===== src/rtl/accelerator_tensor_fixed_multiplier_scheduler_pkg.sv =====
// Shared types/constants for the tensor multiplier scheduler.
// FSM state encoding, data constants and flag levels.
package accelerator_tensor_pkg;

  localparam int PKG_DATA_SIZE = 64;

  typedef enum logic [2:0] {
    S_IDLE   = 3'd0,
    S_LAUNCH = 3'd1,
    S_FEED   = 3'd2,
    S_DRAIN  = 3'd3,
    S_ENDER  = 3'd4
  } state_t;

  localparam logic [PKG_DATA_SIZE-1:0] ZERO_DATA = '0;
  localparam logic [PKG_DATA_SIZE-1:0] ONE_DATA  = 64'd1;

  localparam logic FULL  = 1'b1;
  localparam logic EMPTY = 1'b0;

endpackage


===== src/rtl/accelerator_tensor_fixed_multiplier_scheduler_if.sv =====
// Bus between tensor control, scheduler and vector multiplier.
// master: control + vector unit side; slave: the scheduler.
interface accelerator_tensor_fixed_multiplier_scheduler_if #(
  parameter int DATA_SIZE = 64
);

  logic                 START;
  logic                 READY;
  logic [DATA_SIZE-1:0] SIZE_I_IN;
  logic [DATA_SIZE-1:0] SIZE_J_IN;
  logic [DATA_SIZE-1:0] SIZE_K_IN;
  logic                 DATA_IN_VALID;
  logic                 DATA_IN_ACCEPT;
  logic [DATA_SIZE-1:0] DATA_A_IN;
  logic [DATA_SIZE-1:0] DATA_B_IN;
  logic                 VECTOR_START;
  logic [DATA_SIZE-1:0] VECTOR_SIZE;
  logic                 VECTOR_DATA_A_ENABLE;
  logic                 VECTOR_DATA_B_ENABLE;
  logic [DATA_SIZE-1:0] VECTOR_DATA_A;
  logic [DATA_SIZE-1:0] VECTOR_DATA_B;
  logic                 VECTOR_READY;
  logic                 VECTOR_DATA_OUT_ENABLE;
  logic [DATA_SIZE-1:0] VECTOR_DATA_OUT;
  logic [DATA_SIZE-1:0] DATA_OUT;
  logic                 DATA_OUT_I_ENABLE;
  logic                 DATA_OUT_J_ENABLE;
  logic                 DATA_OUT_K_ENABLE;

  modport master (
    output START, SIZE_I_IN, SIZE_J_IN, SIZE_K_IN,
    output DATA_IN_VALID, DATA_A_IN, DATA_B_IN,
    output VECTOR_READY, VECTOR_DATA_OUT_ENABLE,
    output VECTOR_DATA_OUT,
    input  READY, DATA_IN_ACCEPT, VECTOR_START,
    input  VECTOR_SIZE, VECTOR_DATA_A_ENABLE,
    input  VECTOR_DATA_B_ENABLE, VECTOR_DATA_A,
    input  VECTOR_DATA_B, DATA_OUT,
    input  DATA_OUT_I_ENABLE, DATA_OUT_J_ENABLE,
    input  DATA_OUT_K_ENABLE
  );

  modport slave (
    input  START, SIZE_I_IN, SIZE_J_IN, SIZE_K_IN,
    input  DATA_IN_VALID, DATA_A_IN, DATA_B_IN,
    input  VECTOR_READY, VECTOR_DATA_OUT_ENABLE,
    input  VECTOR_DATA_OUT,
    output READY, DATA_IN_ACCEPT, VECTOR_START,
    output VECTOR_SIZE, VECTOR_DATA_A_ENABLE,
    output VECTOR_DATA_B_ENABLE, VECTOR_DATA_A,
    output VECTOR_DATA_B, DATA_OUT,
    output DATA_OUT_I_ENABLE, DATA_OUT_J_ENABLE,
    output DATA_OUT_K_ENABLE
  );

endinterface


===== src/rtl/accelerator_tensor_fixed_multiplier_scheduler_index_counter.sv =====
// Nested i/j row counter: j wraps into i on each row step.
// Ports: clr_i/step_i control, sizes in, j_last_o/last_o flags.
module accelerator_tensor_index_counter #(
  parameter int DATA_SIZE = 64
) (
  input  logic                 clk,
  input  logic                 rst_n,
  input  logic                 clr_i,
  input  logic                 step_i,
  input  logic [DATA_SIZE-1:0] size_i_i,
  input  logic [DATA_SIZE-1:0] size_j_i,
  output logic                 j_last_o,
  output logic                 last_o
);
  import accelerator_tensor_pkg::*;

  typedef logic [DATA_SIZE-1:0] word_t;

  localparam word_t ZERO = word_t'(ZERO_DATA);
  localparam word_t ONE  = word_t'(ONE_DATA);

  word_t i_q, i_d;
  word_t j_q, j_d;
  logic  i_last;

  assign j_last_o = (j_q == size_j_i - ONE);
  assign i_last   = (i_q == size_i_i - ONE);
  assign last_o   = i_last && j_last_o;

  always_comb begin
    i_d = i_q;
    j_d = j_q;
    unique case (1'b1)
      clr_i: begin
        i_d = ZERO;
        j_d = ZERO;
      end
      step_i: begin
        if (!j_last_o) begin
          j_d = j_q + ONE;
        end else begin
          j_d = ZERO;
          if (!i_last) i_d = i_q + ONE;
        end
      end
      default: ;
    endcase
  end

  always_ff @(posedge clk or negedge rst_n) begin
    if (!rst_n) begin
      i_q <= ZERO;
      j_q <= ZERO;
    end else begin
      i_q <= i_d;
      j_q <= j_d;
    end
  end

endmodule


===== src/rtl/accelerator_tensor_fixed_multiplier_scheduler.sv =====
// Walks an I x J x K tensor as rows of K elements through a vector
// multiplier, tagging results with I/J/K boundary strobes.
module accelerator_tensor_fixed_multiplier_scheduler #(
  parameter int DATA_SIZE    = 64,
  parameter int CONTROL_SIZE = 4
) (
  input logic CLK,
  input logic RST,
  accelerator_tensor_fixed_multiplier_scheduler_if.slave bus
);
  import accelerator_tensor_pkg::*;

  typedef logic [DATA_SIZE-1:0]    word_t;
  typedef logic [CONTROL_SIZE-1:0] ctl_t;

  localparam word_t ZERO = word_t'(ZERO_DATA);
  localparam word_t ONE  = word_t'(ONE_DATA);

  localparam ctl_t ST_IDLE   = CONTROL_SIZE'(S_IDLE);
  localparam ctl_t ST_LAUNCH = CONTROL_SIZE'(S_LAUNCH);
  localparam ctl_t ST_FEED   = CONTROL_SIZE'(S_FEED);
  localparam ctl_t ST_DRAIN  = CONTROL_SIZE'(S_DRAIN);
  localparam ctl_t ST_ENDER  = CONTROL_SIZE'(S_ENDER);

  ctl_t  state_q, state_d;
  logic  st_idle, st_launch, st_feed;
  logic  st_drain, st_ender;

  word_t si_q, sj_q, sk_q;
  word_t kin_q, kout_q;
  word_t va_q, vb_q, dout_q;
  logic  ven_q, ken_q, jen_q, ien_q;
  logic  ready_q, ready_d;
  logic  seen_q;

  logic  vstart, accept;
  logic  ctr_clr, ctr_step;
  logic  zero_size, hs, last_in;
  logic  res_hs, res_last, row_done;
  logic  j_last, all_last;

  assign st_idle   = (state_q == ST_IDLE);
  assign st_launch = (state_q == ST_LAUNCH);
  assign st_feed   = (state_q == ST_FEED);
  assign st_drain  = (state_q == ST_DRAIN);
  assign st_ender  = (state_q == ST_ENDER);

  assign zero_size = (bus.SIZE_I_IN == ZERO)
                  || (bus.SIZE_J_IN == ZERO)
                  || (bus.SIZE_K_IN == ZERO);

  assign hs      = accept && bus.DATA_IN_VALID;
  assign last_in = hs && (kin_q + ONE == sk_q);

  // Strobes beyond the row length are dropped.
  assign res_hs = (st_feed || st_drain)
               && bus.VECTOR_DATA_OUT_ENABLE
               && (kout_q < sk_q);
  assign res_last = (kout_q == sk_q - ONE);

  // seen_q remembers an early done; the live input covers
  // a done that arrives only once the row is drained.
  assign row_done = st_drain && (kout_q == sk_q)
                 && (seen_q || bus.VECTOR_READY);

  accelerator_tensor_index_counter #(
    .DATA_SIZE (DATA_SIZE)
  ) u_idx (
    .clk      (CLK),
    .rst_n    (RST),
    .clr_i    (ctr_clr),
    .step_i   (ctr_step),
    .size_i_i (si_q),
    .size_j_i (sj_q),
    .j_last_o (j_last),
    .last_o   (all_last)
  );

  always_ff @(posedge CLK or negedge RST) begin
    if (!RST) state_q <= ST_IDLE;
    else      state_q <= state_d;
  end

  always_comb begin
    state_d = state_q;
    unique case (1'b1)
      st_idle: begin
        if (bus.START)
          state_d = zero_size ? ST_ENDER : ST_LAUNCH;
      end
      st_launch: state_d = ST_FEED;
      st_feed: begin
        if (last_in) state_d = ST_DRAIN;
      end
      st_drain: begin
        if (row_done)
          state_d = all_last ? ST_ENDER : ST_LAUNCH;
      end
      st_ender: state_d = ST_IDLE;
      default:  state_d = ST_IDLE;
    endcase
  end

  always_comb begin
    vstart   = st_launch;
    accept   = st_feed && (kin_q < sk_q);
    ctr_clr  = st_idle && bus.START;
    ctr_step = row_done && !all_last;
    ready_d  = st_ender;
  end

  always_ff @(posedge CLK or negedge RST) begin
    if (!RST) begin
      si_q    <= ZERO;
      sj_q    <= ZERO;
      sk_q    <= ZERO;
      kin_q   <= ZERO;
      kout_q  <= ZERO;
      seen_q  <= EMPTY;
      va_q    <= ZERO;
      vb_q    <= ZERO;
      ven_q   <= 1'b0;
      dout_q  <= ZERO;
      ken_q   <= 1'b0;
      jen_q   <= 1'b0;
      ien_q   <= 1'b0;
      ready_q <= 1'b0;
    end else begin
      if (ctr_clr) begin
        si_q <= bus.SIZE_I_IN;
        sj_q <= bus.SIZE_J_IN;
        sk_q <= bus.SIZE_K_IN;
      end

      if (ctr_clr || st_launch) kin_q <= ZERO;
      else if (hs)              kin_q <= kin_q + ONE;

      if (ctr_clr || st_launch) kout_q <= ZERO;
      else if (res_hs)          kout_q <= kout_q + ONE;

      if (ctr_clr || st_launch)
        seen_q <= EMPTY;
      else if ((st_feed || st_drain) && bus.VECTOR_READY)
        seen_q <= FULL;

      if (hs) begin
        va_q <= bus.DATA_A_IN;
        vb_q <= bus.DATA_B_IN;
      end
      ven_q <= hs;

      if (res_hs) dout_q <= bus.VECTOR_DATA_OUT;
      ken_q <= res_hs;
      jen_q <= res_hs && res_last;
      ien_q <= res_hs && res_last && j_last;

      ready_q <= ready_d;
    end
  end

  assign bus.READY                = ready_q;
  assign bus.DATA_IN_ACCEPT       = accept;
  assign bus.VECTOR_START         = vstart;
  assign bus.VECTOR_SIZE          = sk_q;
  assign bus.VECTOR_DATA_A_ENABLE = ven_q;
  assign bus.VECTOR_DATA_B_ENABLE = ven_q;
  assign bus.VECTOR_DATA_A        = va_q;
  assign bus.VECTOR_DATA_B        = vb_q;
  assign bus.DATA_OUT             = dout_q;
  assign bus.DATA_OUT_I_ENABLE    = ien_q;
  assign bus.DATA_OUT_J_ENABLE    = jen_q;
  assign bus.DATA_OUT_K_ENABLE    = ken_q;

endmodule

===== src/flat_wrapper.sv =====
// flat-port wrapper written by rule: the top's interface ports become plain ports
module accelerator_tensor_fixed_multiplier_scheduler_flat import accelerator_tensor_pkg::*;
#(
  parameter int DATA_SIZE    = 64,
  parameter int CONTROL_SIZE = 4
)
  (CLK, RST, bus_START, bus_SIZE_I_IN, bus_SIZE_J_IN, bus_SIZE_K_IN, bus_DATA_IN_VALID, bus_DATA_A_IN, bus_DATA_B_IN, bus_VECTOR_READY, bus_VECTOR_DATA_OUT_ENABLE, bus_VECTOR_DATA_OUT, bus_READY, bus_DATA_IN_ACCEPT, bus_VECTOR_START, bus_VECTOR_SIZE, bus_VECTOR_DATA_A_ENABLE, bus_VECTOR_DATA_B_ENABLE, bus_VECTOR_DATA_A, bus_VECTOR_DATA_B, bus_DATA_OUT, bus_DATA_OUT_I_ENABLE, bus_DATA_OUT_J_ENABLE, bus_DATA_OUT_K_ENABLE);
  accelerator_tensor_fixed_multiplier_scheduler_if #(.DATA_SIZE(DATA_SIZE)) bus_i ();
  input logic CLK;
  input logic RST;
  input wire logic [$bits(bus_i.START)-1:0] bus_START;
  input wire logic [$bits(bus_i.SIZE_I_IN)-1:0] bus_SIZE_I_IN;
  input wire logic [$bits(bus_i.SIZE_J_IN)-1:0] bus_SIZE_J_IN;
  input wire logic [$bits(bus_i.SIZE_K_IN)-1:0] bus_SIZE_K_IN;
  input wire logic [$bits(bus_i.DATA_IN_VALID)-1:0] bus_DATA_IN_VALID;
  input wire logic [$bits(bus_i.DATA_A_IN)-1:0] bus_DATA_A_IN;
  input wire logic [$bits(bus_i.DATA_B_IN)-1:0] bus_DATA_B_IN;
  input wire logic [$bits(bus_i.VECTOR_READY)-1:0] bus_VECTOR_READY;
  input wire logic [$bits(bus_i.VECTOR_DATA_OUT_ENABLE)-1:0] bus_VECTOR_DATA_OUT_ENABLE;
  input wire logic [$bits(bus_i.VECTOR_DATA_OUT)-1:0] bus_VECTOR_DATA_OUT;
  output wire logic [$bits(bus_i.READY)-1:0] bus_READY;
  output wire logic [$bits(bus_i.DATA_IN_ACCEPT)-1:0] bus_DATA_IN_ACCEPT;
  output wire logic [$bits(bus_i.VECTOR_START)-1:0] bus_VECTOR_START;
  output wire logic [$bits(bus_i.VECTOR_SIZE)-1:0] bus_VECTOR_SIZE;
  output wire logic [$bits(bus_i.VECTOR_DATA_A_ENABLE)-1:0] bus_VECTOR_DATA_A_ENABLE;
  output wire logic [$bits(bus_i.VECTOR_DATA_B_ENABLE)-1:0] bus_VECTOR_DATA_B_ENABLE;
  output wire logic [$bits(bus_i.VECTOR_DATA_A)-1:0] bus_VECTOR_DATA_A;
  output wire logic [$bits(bus_i.VECTOR_DATA_B)-1:0] bus_VECTOR_DATA_B;
  output wire logic [$bits(bus_i.DATA_OUT)-1:0] bus_DATA_OUT;
  output wire logic [$bits(bus_i.DATA_OUT_I_ENABLE)-1:0] bus_DATA_OUT_I_ENABLE;
  output wire logic [$bits(bus_i.DATA_OUT_J_ENABLE)-1:0] bus_DATA_OUT_J_ENABLE;
  output wire logic [$bits(bus_i.DATA_OUT_K_ENABLE)-1:0] bus_DATA_OUT_K_ENABLE;
  assign bus_i.START = bus_START;
  assign bus_i.SIZE_I_IN = bus_SIZE_I_IN;
  assign bus_i.SIZE_J_IN = bus_SIZE_J_IN;
  assign bus_i.SIZE_K_IN = bus_SIZE_K_IN;
  assign bus_i.DATA_IN_VALID = bus_DATA_IN_VALID;
  assign bus_i.DATA_A_IN = bus_DATA_A_IN;
  assign bus_i.DATA_B_IN = bus_DATA_B_IN;
  assign bus_i.VECTOR_READY = bus_VECTOR_READY;
  assign bus_i.VECTOR_DATA_OUT_ENABLE = bus_VECTOR_DATA_OUT_ENABLE;
  assign bus_i.VECTOR_DATA_OUT = bus_VECTOR_DATA_OUT;
  assign bus_READY = bus_i.READY;
  assign bus_DATA_IN_ACCEPT = bus_i.DATA_IN_ACCEPT;
  assign bus_VECTOR_START = bus_i.VECTOR_START;
  assign bus_VECTOR_SIZE = bus_i.VECTOR_SIZE;
  assign bus_VECTOR_DATA_A_ENABLE = bus_i.VECTOR_DATA_A_ENABLE;
  assign bus_VECTOR_DATA_B_ENABLE = bus_i.VECTOR_DATA_B_ENABLE;
  assign bus_VECTOR_DATA_A = bus_i.VECTOR_DATA_A;
  assign bus_VECTOR_DATA_B = bus_i.VECTOR_DATA_B;
  assign bus_DATA_OUT = bus_i.DATA_OUT;
  assign bus_DATA_OUT_I_ENABLE = bus_i.DATA_OUT_I_ENABLE;
  assign bus_DATA_OUT_J_ENABLE = bus_i.DATA_OUT_J_ENABLE;
  assign bus_DATA_OUT_K_ENABLE = bus_i.DATA_OUT_K_ENABLE;
  accelerator_tensor_fixed_multiplier_scheduler #(.DATA_SIZE(DATA_SIZE), .CONTROL_SIZE(CONTROL_SIZE)) u_core (.CLK(CLK), .RST(RST), .bus(bus_i));
endmodule

===== config.mk =====
export PLATFORM = sky130hd
export DESIGN_NAME = accelerator_tensor_fixed_multiplier_scheduler_flat
export DESIGN_NICKNAME = d
export VERILOG_FILES = /design/src/rtl/accelerator_tensor_fixed_multiplier_scheduler_pkg.sv /design/src/rtl/accelerator_tensor_fixed_multiplier_scheduler_if.sv /design/src/rtl/accelerator_tensor_fixed_multiplier_scheduler_index_counter.sv /design/src/rtl/accelerator_tensor_fixed_multiplier_scheduler.sv /design/src/flat_wrapper.sv
export SDC_FILE = /design/constraint.sdc
export NUM_CORES = 2
export LEC_CHECK = 0
export CORE_ASPECT_RATIO = 1.75
export CORE_MARGIN = 8
export CORE_UTILIZATION = 45
export DETAILED_ROUTE_END_ITERATION = 7
export GPL_ROUTABILITY_DRIVEN = 0
export GPL_TIMING_DRIVEN = 0
export PLACE_DENSITY = 0.78
export SLEW_MARGIN = 30
export SYNTH_ARGS = -nofsm -noshare
export SYNTH_HDL_FRONTEND = slang
export SYNTH_SLANG_ARGS = --single-unit
export TNS_END_PERCENT = 10

===== constraint.sdc =====
create_clock -name CLK -period 4.7 [get_ports CLK]
set_input_delay 0.94 -clock CLK [delete_from_list [all_inputs] [get_ports CLK]]
set_output_delay 0.94 -clock CLK [all_outputs]
set_load 0.05 [all_outputs]

Word level (Yosys, flattened, before mapping)
Index checks and enable logic that the tools add are counted.

Flip-flop bits (word level): 650. Bits in latches: 0. RAM bits: 0. ROM bits: 0. Logic and storage cells: 86. Memories: 0.

$add $sub $neg: 7. Multiply operators: 0. Divide/modulo/power cells: 0. Order comparisons: 2. Equal/unequal tests: 14. Shifts and indexed selects: 0. Multiplexer cells: 17. Bitwise operators: 0. Reduce and logical (&&, ||, !) cells: 29.

Operators by type and width (count): 2-to-1 mux 64 bit (7); == test 64 bit (5); adder 64 x 1 -> 64 bit, second input constant (4); case mux 64 bit (2 select lines) (2); logical NOT 64 bit (3); subtractor 64 x 1 -> 64 bit, second input constant (3); < comparator 64 bit (2); case mux 4 bit (4 select lines) (1); logical AND 1 bit (13); 2-to-1 mux 4 bit (3); inequality test 2 bit, second input constant (5); == test 4 x 2 -> 1 bit, second input constant (2); nonzero test 2 bit (4); 2-to-1 mux 3 bit (2); AND reduction 3 bit (2); logical OR 1 bit (5); == test 4 x 1 -> 1 bit, second input constant (1); == test 4 x 3 -> 1 bit, second input constant (1); logical NOT 4 bit (1); 2-to-1 mux 1 bit (2); logical NOT 1 bit (1).

Depth between registers and ports, before layout
Depth after elaboration: 7. Depth in mapped cells: 18.

By module
Synthesis repeated with hierarchy kept, for this count alone.

Cell total of the unflattened synthesis: 4899. Area total of the unflattened synthesis: 42080.4 um^2.

By module, submodules not included: accelerator_tensor_fixed_multiplier_scheduler (instances 1, cells each 3233, area each 29470.8 um^2); accelerator_tensor_index_counter (instances 1, cells each 1666, area each 12609.6 um^2).

Worst setup path before layout
OpenSTA, ideal clock, no wires.

Path type: reg2out. From: register u_core.sk_q[5] (netlist: u_core.bus.VECTOR_SIZE[5]). To: output port bus_DATA_IN_ACCEPT. Arrival: 3187 ps. Setup slack: 573 ps. Cell stages (with the launch flop): 12. Path buffers: 1. Cell sequence: dfrtp_1 -> clkbuf_1 -> clkinv_1 -> ha_1 -> a211o_1 -> a211oi_1 -> a21oi_1 -> nor3_1 -> nor4_1 -> o31ai_1 -> a21oi_1 -> nor2b_1.

Longest elaborated chain between the ends: 2.

Ends and longest elaborated chain: start, declared (RTL line accelerator_tensor_fixed_multiplier_scheduler.sv:29) `word_t si_q, sj_q, sk_q;`; start signal, assigned (RTL line accelerator_tensor_fixed_multiplier_scheduler.sv:132) `sk_q <= bus.SIZE_K_IN;`; < comparator 64 bit (RTL line accelerator_tensor_fixed_multiplier_scheduler.sv:106) `accept = st_feed && (kin_q < sk_q);`; logical AND 1 bit (RTL line accelerator_tensor_fixed_multiplier_scheduler.sv:106); end, declared (RTL line flat_wrapper.sv:22) `output wire logic [$bits(bus_i.DATA_IN_ACCEPT)-1:0] bus_DATA_IN_ACCEPT;`.

Every way passes these cells.

Final worst setup path
From: register u_core.sk_q[1] (netlist: u_core.bus.VECTOR_SIZE[1]). To: register u_core.ien_q (netlist: u_core.bus.DATA_OUT_I_ENABLE).

Longest elaborated chain between the ends: 4. Elaborated cells between the ends (all ways): 6. Classes of those cells: add/sub (1); order compare (1); eq/ne (1); reduce/logical (3).

Ends and longest elaborated chain: subtractor 64 x 1 -> 64 bit / < comparator 64 bit (equally long branches) (RTL line accelerator_tensor_fixed_multiplier_scheduler.sv:59, accelerator_tensor_fixed_multiplier_scheduler.sv:58); == test 64 bit / logical AND 1 bit (equally long branches) (RTL line accelerator_tensor_fixed_multiplier_scheduler.sv:59, accelerator_tensor_fixed_multiplier_scheduler.sv:58); logical AND 1 bit (*) (2 in series) (RTL line accelerator_tensor_fixed_multiplier_scheduler.sv:155) `ien_q <= res_hs && res_last && j_last;`; end signal, assigned (RTL line accelerator_tensor_fixed_multiplier_scheduler.sv:155); end, declared (RTL line accelerator_tensor_fixed_multiplier_scheduler.sv:32) `logic ven_q, ken_q, jen_q, ien_q;`.

Mark *: on every way between the ends. The rest lies on a longest branch, timed or not. A chain may end at the register's enable or synchronous reset.

==> results_dict.tcl <==
set metrics [dict create \
    grt_start_max_net_pins 87 \
    drt_iter0_drc 4328 \
    port_buffers 653 \
    synth_area_leaders "dfrtp_1, nand2_1, xnor2_1" \
    io_pins 654 \
    tightest_slew_ns 1.09 \
    syn2layout_area_growth_pct 28.2 \
    cts_tree "yes" \
    drc 12 \
    period_needed_ns 4.91 \
    synth_top_cell_by_area "dfrtp_1" \
    fp-row-count 146 \
    die_w_um 243 \
    drive_above_1_share_pct 7.34 \
    core_area_mm2 0.0901 \
    fin_cells 6854 \
    holdCritPathClass "in2async" \
    ys_seq_area_share_pct 39.9 \
    final_core_util_pct 57.9 \
    required_ns 5.21 \
    grt_pass1_vias 42000 \
    startpoint "u_core.bus.VECTOR_SIZE[1]" \
    dr.pass1.iters 8 \
    synthCells 4849 \
    fin_skew_ns 0.0296 \
    slew_violations 0 \
    synth_common_cells "nand2_1, dfrtp_1, o21ai_0, nor2_1, xnor2_1" \
    path_buf_inv 2 \
    cp.arrival_ns 5.42 \
    cp.depth 13 \
    worst_skew_pair.late_latency_ns 0.67 \
    placed_cells 6697 \
    synthesis.nets 5374 \
    dp_hpwl_um 134000 \
    crit_type "reg2reg" \
    violations "design-rule violations, negative setup slack" \
    grt_usage_pct 33.0 \
    grt_overflow_total 0 \
    synth_area_mm2 0.0407 \
    crit_top_cell "nand4_1" \
    path_delay_family "simple AND/OR/NAND/NOR gates" \
    ant_nets 0 \
    status "finished with violations" \
    cp-end-kind "register" \
    nNetsFinal 6128 \
    die_area_mm2 0.101 \
    setup_viol 3 \
    seq_area_mm2 0.0162 \
    maxCapViolCount 0 \
    crit_chain "inv_2 -> ha_1 -> or4b_1 -> nor2_4 -> nand4_1 -> nor4_1 -> xnor2_1 -> nand3_1 -> a2111o_1 -> a2111oi_4 -> nand4_1 -> buf_4 -> a2111oi_2" \
    fill_cells 7881 \
    cts_hold_buffers 0 \
    r2r_cells 13 \
    finalWirelength_um 173000 \
    hold_violations 0 \
    cts.sink_count 649 \
    critPathMaxFanout 9 \
    reg2reg_slack_ns -0.21 \
    finalCritPeriodShare_pct 104 \
    relSlewSlack_pct 26.7 \
    antenna_found_initial 24 \
    cts-buffers-inserted 69 \
    vias 42400 \
    synth-main-ff-cell "dfrtp_1" \
    p_leak_nw 22.1 \
    die_height_um 414 \
    regToRegStartpoint "u_core.bus.VECTOR_SIZE[1]" \
    start_util_pct 45.2 \
    grt_first_pass_wirelength_um 255000 \
    timing.rr.end "u_core.bus.DATA_OUT_I_ENABLE" \
    synth_top_area_share_pct 39.9 \
    hold_slack_ns 0.174 \
    cts_root_buf "clkbuf_16" \
    avgSynthCellArea_um2 8.39 \
    slowest_delay_ns 0.68 \
    cts.clk_slew.worst_paths_ns 0.06 \
    async_flop_share_pct 100 \
    ys_warn_count 0 \
    synth-seq-cells 649 \
    powerDensity_mw_per_mm2 489 \
    rsz0062_at_grt "true" \
    synth_edf_count 0 \
    vdd_drop_max_mv 0.361 \
    yosysMostFrequentCell "nand2_1" \
    cts_buffer_depth 3 \
    synth_cell_type_count 91 \
    vias_per_cell 6.19 \
    cp-start-kind "register" \
    total_power_mw 25.5 \
    max_freq_mhz 204 \
    critPathSlowestCell "nand4_1" \
    crit_path_end "u_core.bus.DATA_OUT_I_ENABLE" \
    htree_num_levels 3 \
    multi_input_area_mm2 0.0236 \
    wl_per_cell_um 25.2 \
    layout_setup_ws_ns -0.207 \
]
worst min-delay path by stage:
stage / depth (start not counted) / end / slack, ns
2_1_floorplan: 2 / u_core.seen_q / 0.46
3_3_place_gp: 2 / u_core.bus.VECTOR_DATA_B[59] / 0.46
3_5_place_dp: 2 / u_core.bus.VECTOR_DATA_B[42] / 0.46
4_1_cts: 1 / u_core.bus.DATA_OUT[19] / 0.15
5_1_grt: 1 / u_core.bus.DATA_OUT[15] / 0.17
6_report: 1 / u_core.bus.DATA_OUT[19] / 0.17
layout make-up:
type | count | area share, %
Antenna cell | 13 | 0.0623
Buffer | 231 | 1.89
Clock buffer | 97 | 3.82
Clock inverter | 28 | 0.779
Inverter | 120 | 0.868
Multi-Input combinational cell | 3845 | 45.3
Sequential cell | 649 | 31.1
Tap cell | 1184 | 2.84
Timing Repair Buffer | 687 | 13.3
per-layer routing:
| layer | routed length (um) | vias to the layer above | track usage, % | share of wire (%) |
|---|---|---|---|---|
| met2 | 78900 | 2646 | 52.9 | 46 |
| met1 | 58900 | 20200 | 35.8 | 34 |
| met3 | 19500 | 778 | 11.7 | 11 |
| met4 | 15200 | 18 | 24.3 | 8.8 |
| li1 | - | 18800 | - | - |
| met5 | 119 | - | 0 | 0.069 |
registers in the layout (all words and copies together), names as in the netlist, 64 cells and up:
| register | count |
|---|---|
| u_core.bus.DATA_OUT | 64 |
| u_core.bus.VECTOR_DATA_A | 64 |
| u_core.bus.VECTOR_DATA_B | 64 |
| u_core.bus.VECTOR_SIZE | 64 |
| u_core.kin_q | 64 |
| u_core.kout_q | 64 |
| u_core.si_q | 64 |
| u_core.sj_q | 64 |
| u_core.u_idx.i_q | 64 |
| u_core.u_idx.j_q | 64 |
cells in the final DEF, fill, tap and decap left out, types with 21 or more instances in the layout:
cell | netlist | routed
dfrtp_1 | 649 | 644
o41ai_1 | 22 | 22
o211ai_1 | 25 | 25
o31ai_1 | 55 | 54
nand2_1 | 1050 | 1049
nand4_1 | 136 | 136
a21o_1 | 59 | 59
nand2b_1 | 21 | 21
and4_1 | 45 | 45
nor2b_1 | 30 | 30
clkbuf_16 | 0 | 70
and2_1 | 31 | 31
inv_1 | 118 | 116
nor4_1 | 130 | 109
clkdlybuf4s50_1 | 0 | 651
mux2_2 | 69 | 69
clkbuf_1 | 197 | 176
buf_4 | 6 | 32
o21ai_0 | 314 | 313
and3_1 | 70 | 70
xor2_1 | 135 | 135
a21oi_1 | 181 | 179
clkbuf_2 | 0 | 29
or2_2 | 24 | 24
xnor2_1 | 262 | 260
a31oi_1 | 40 | 39
nand3_1 | 185 | 181
nor3_1 | 139 | 129
nor2_1 | 267 | 260
or4_1 | 44 | 43
or3_1 | 98 | 98
ha_1 | 135 | 135
power breakdown:
part	leakage, nW	internal, mW	switching (mW)
combinational	12.6	3.79	7.60
sequential	8.32	6.75	1.45
clock	1.16	3.39	2.54
cells by family (layout without fill, tap and decap cells):
| family | Yosys count | count (layout) | synth area share (%) |
|---|---|---|---|
| compound gates | 872 | 872 | 13.4 |
| fa+ha+maj | 135 | 135 | 4.15 |
| mux | 89 | 89 | 2.40 |
| flops | 649 | 649 | 39.9 |
| other cells | 0 | 13 | 0 |
| xor+xnor | 397 | 397 | 8.54 |
| buf+inv | 355 | 1163 | 3.39 |
| simple gates | 2352 | 2352 | 28.2 |
repair_timing:
action | CTS | global route
gates resized for setup | 53 | 113
setup endpoints to repair | 380 | 423
pin swaps | 8 | 18
cloned | 0 | 0
endpoints found under the hold margin | 0 | 0
setup buffers | 13 | 10
per-stage QoR:
step | setup WS, ns | setup TNS, ns | cell area [um2]
detailed placement | -1.19 | -182.20 | 49000
finish | -0.207 | -0.421 | 52200
floorplan | 0.573 | 0 | 40700
global route | -0.271 | -3.02 | 52200
CTS | -0.115 | -0.128 | 51700
global placement | -27.09 | - | 48700
(Power assumes the default switching activity.)
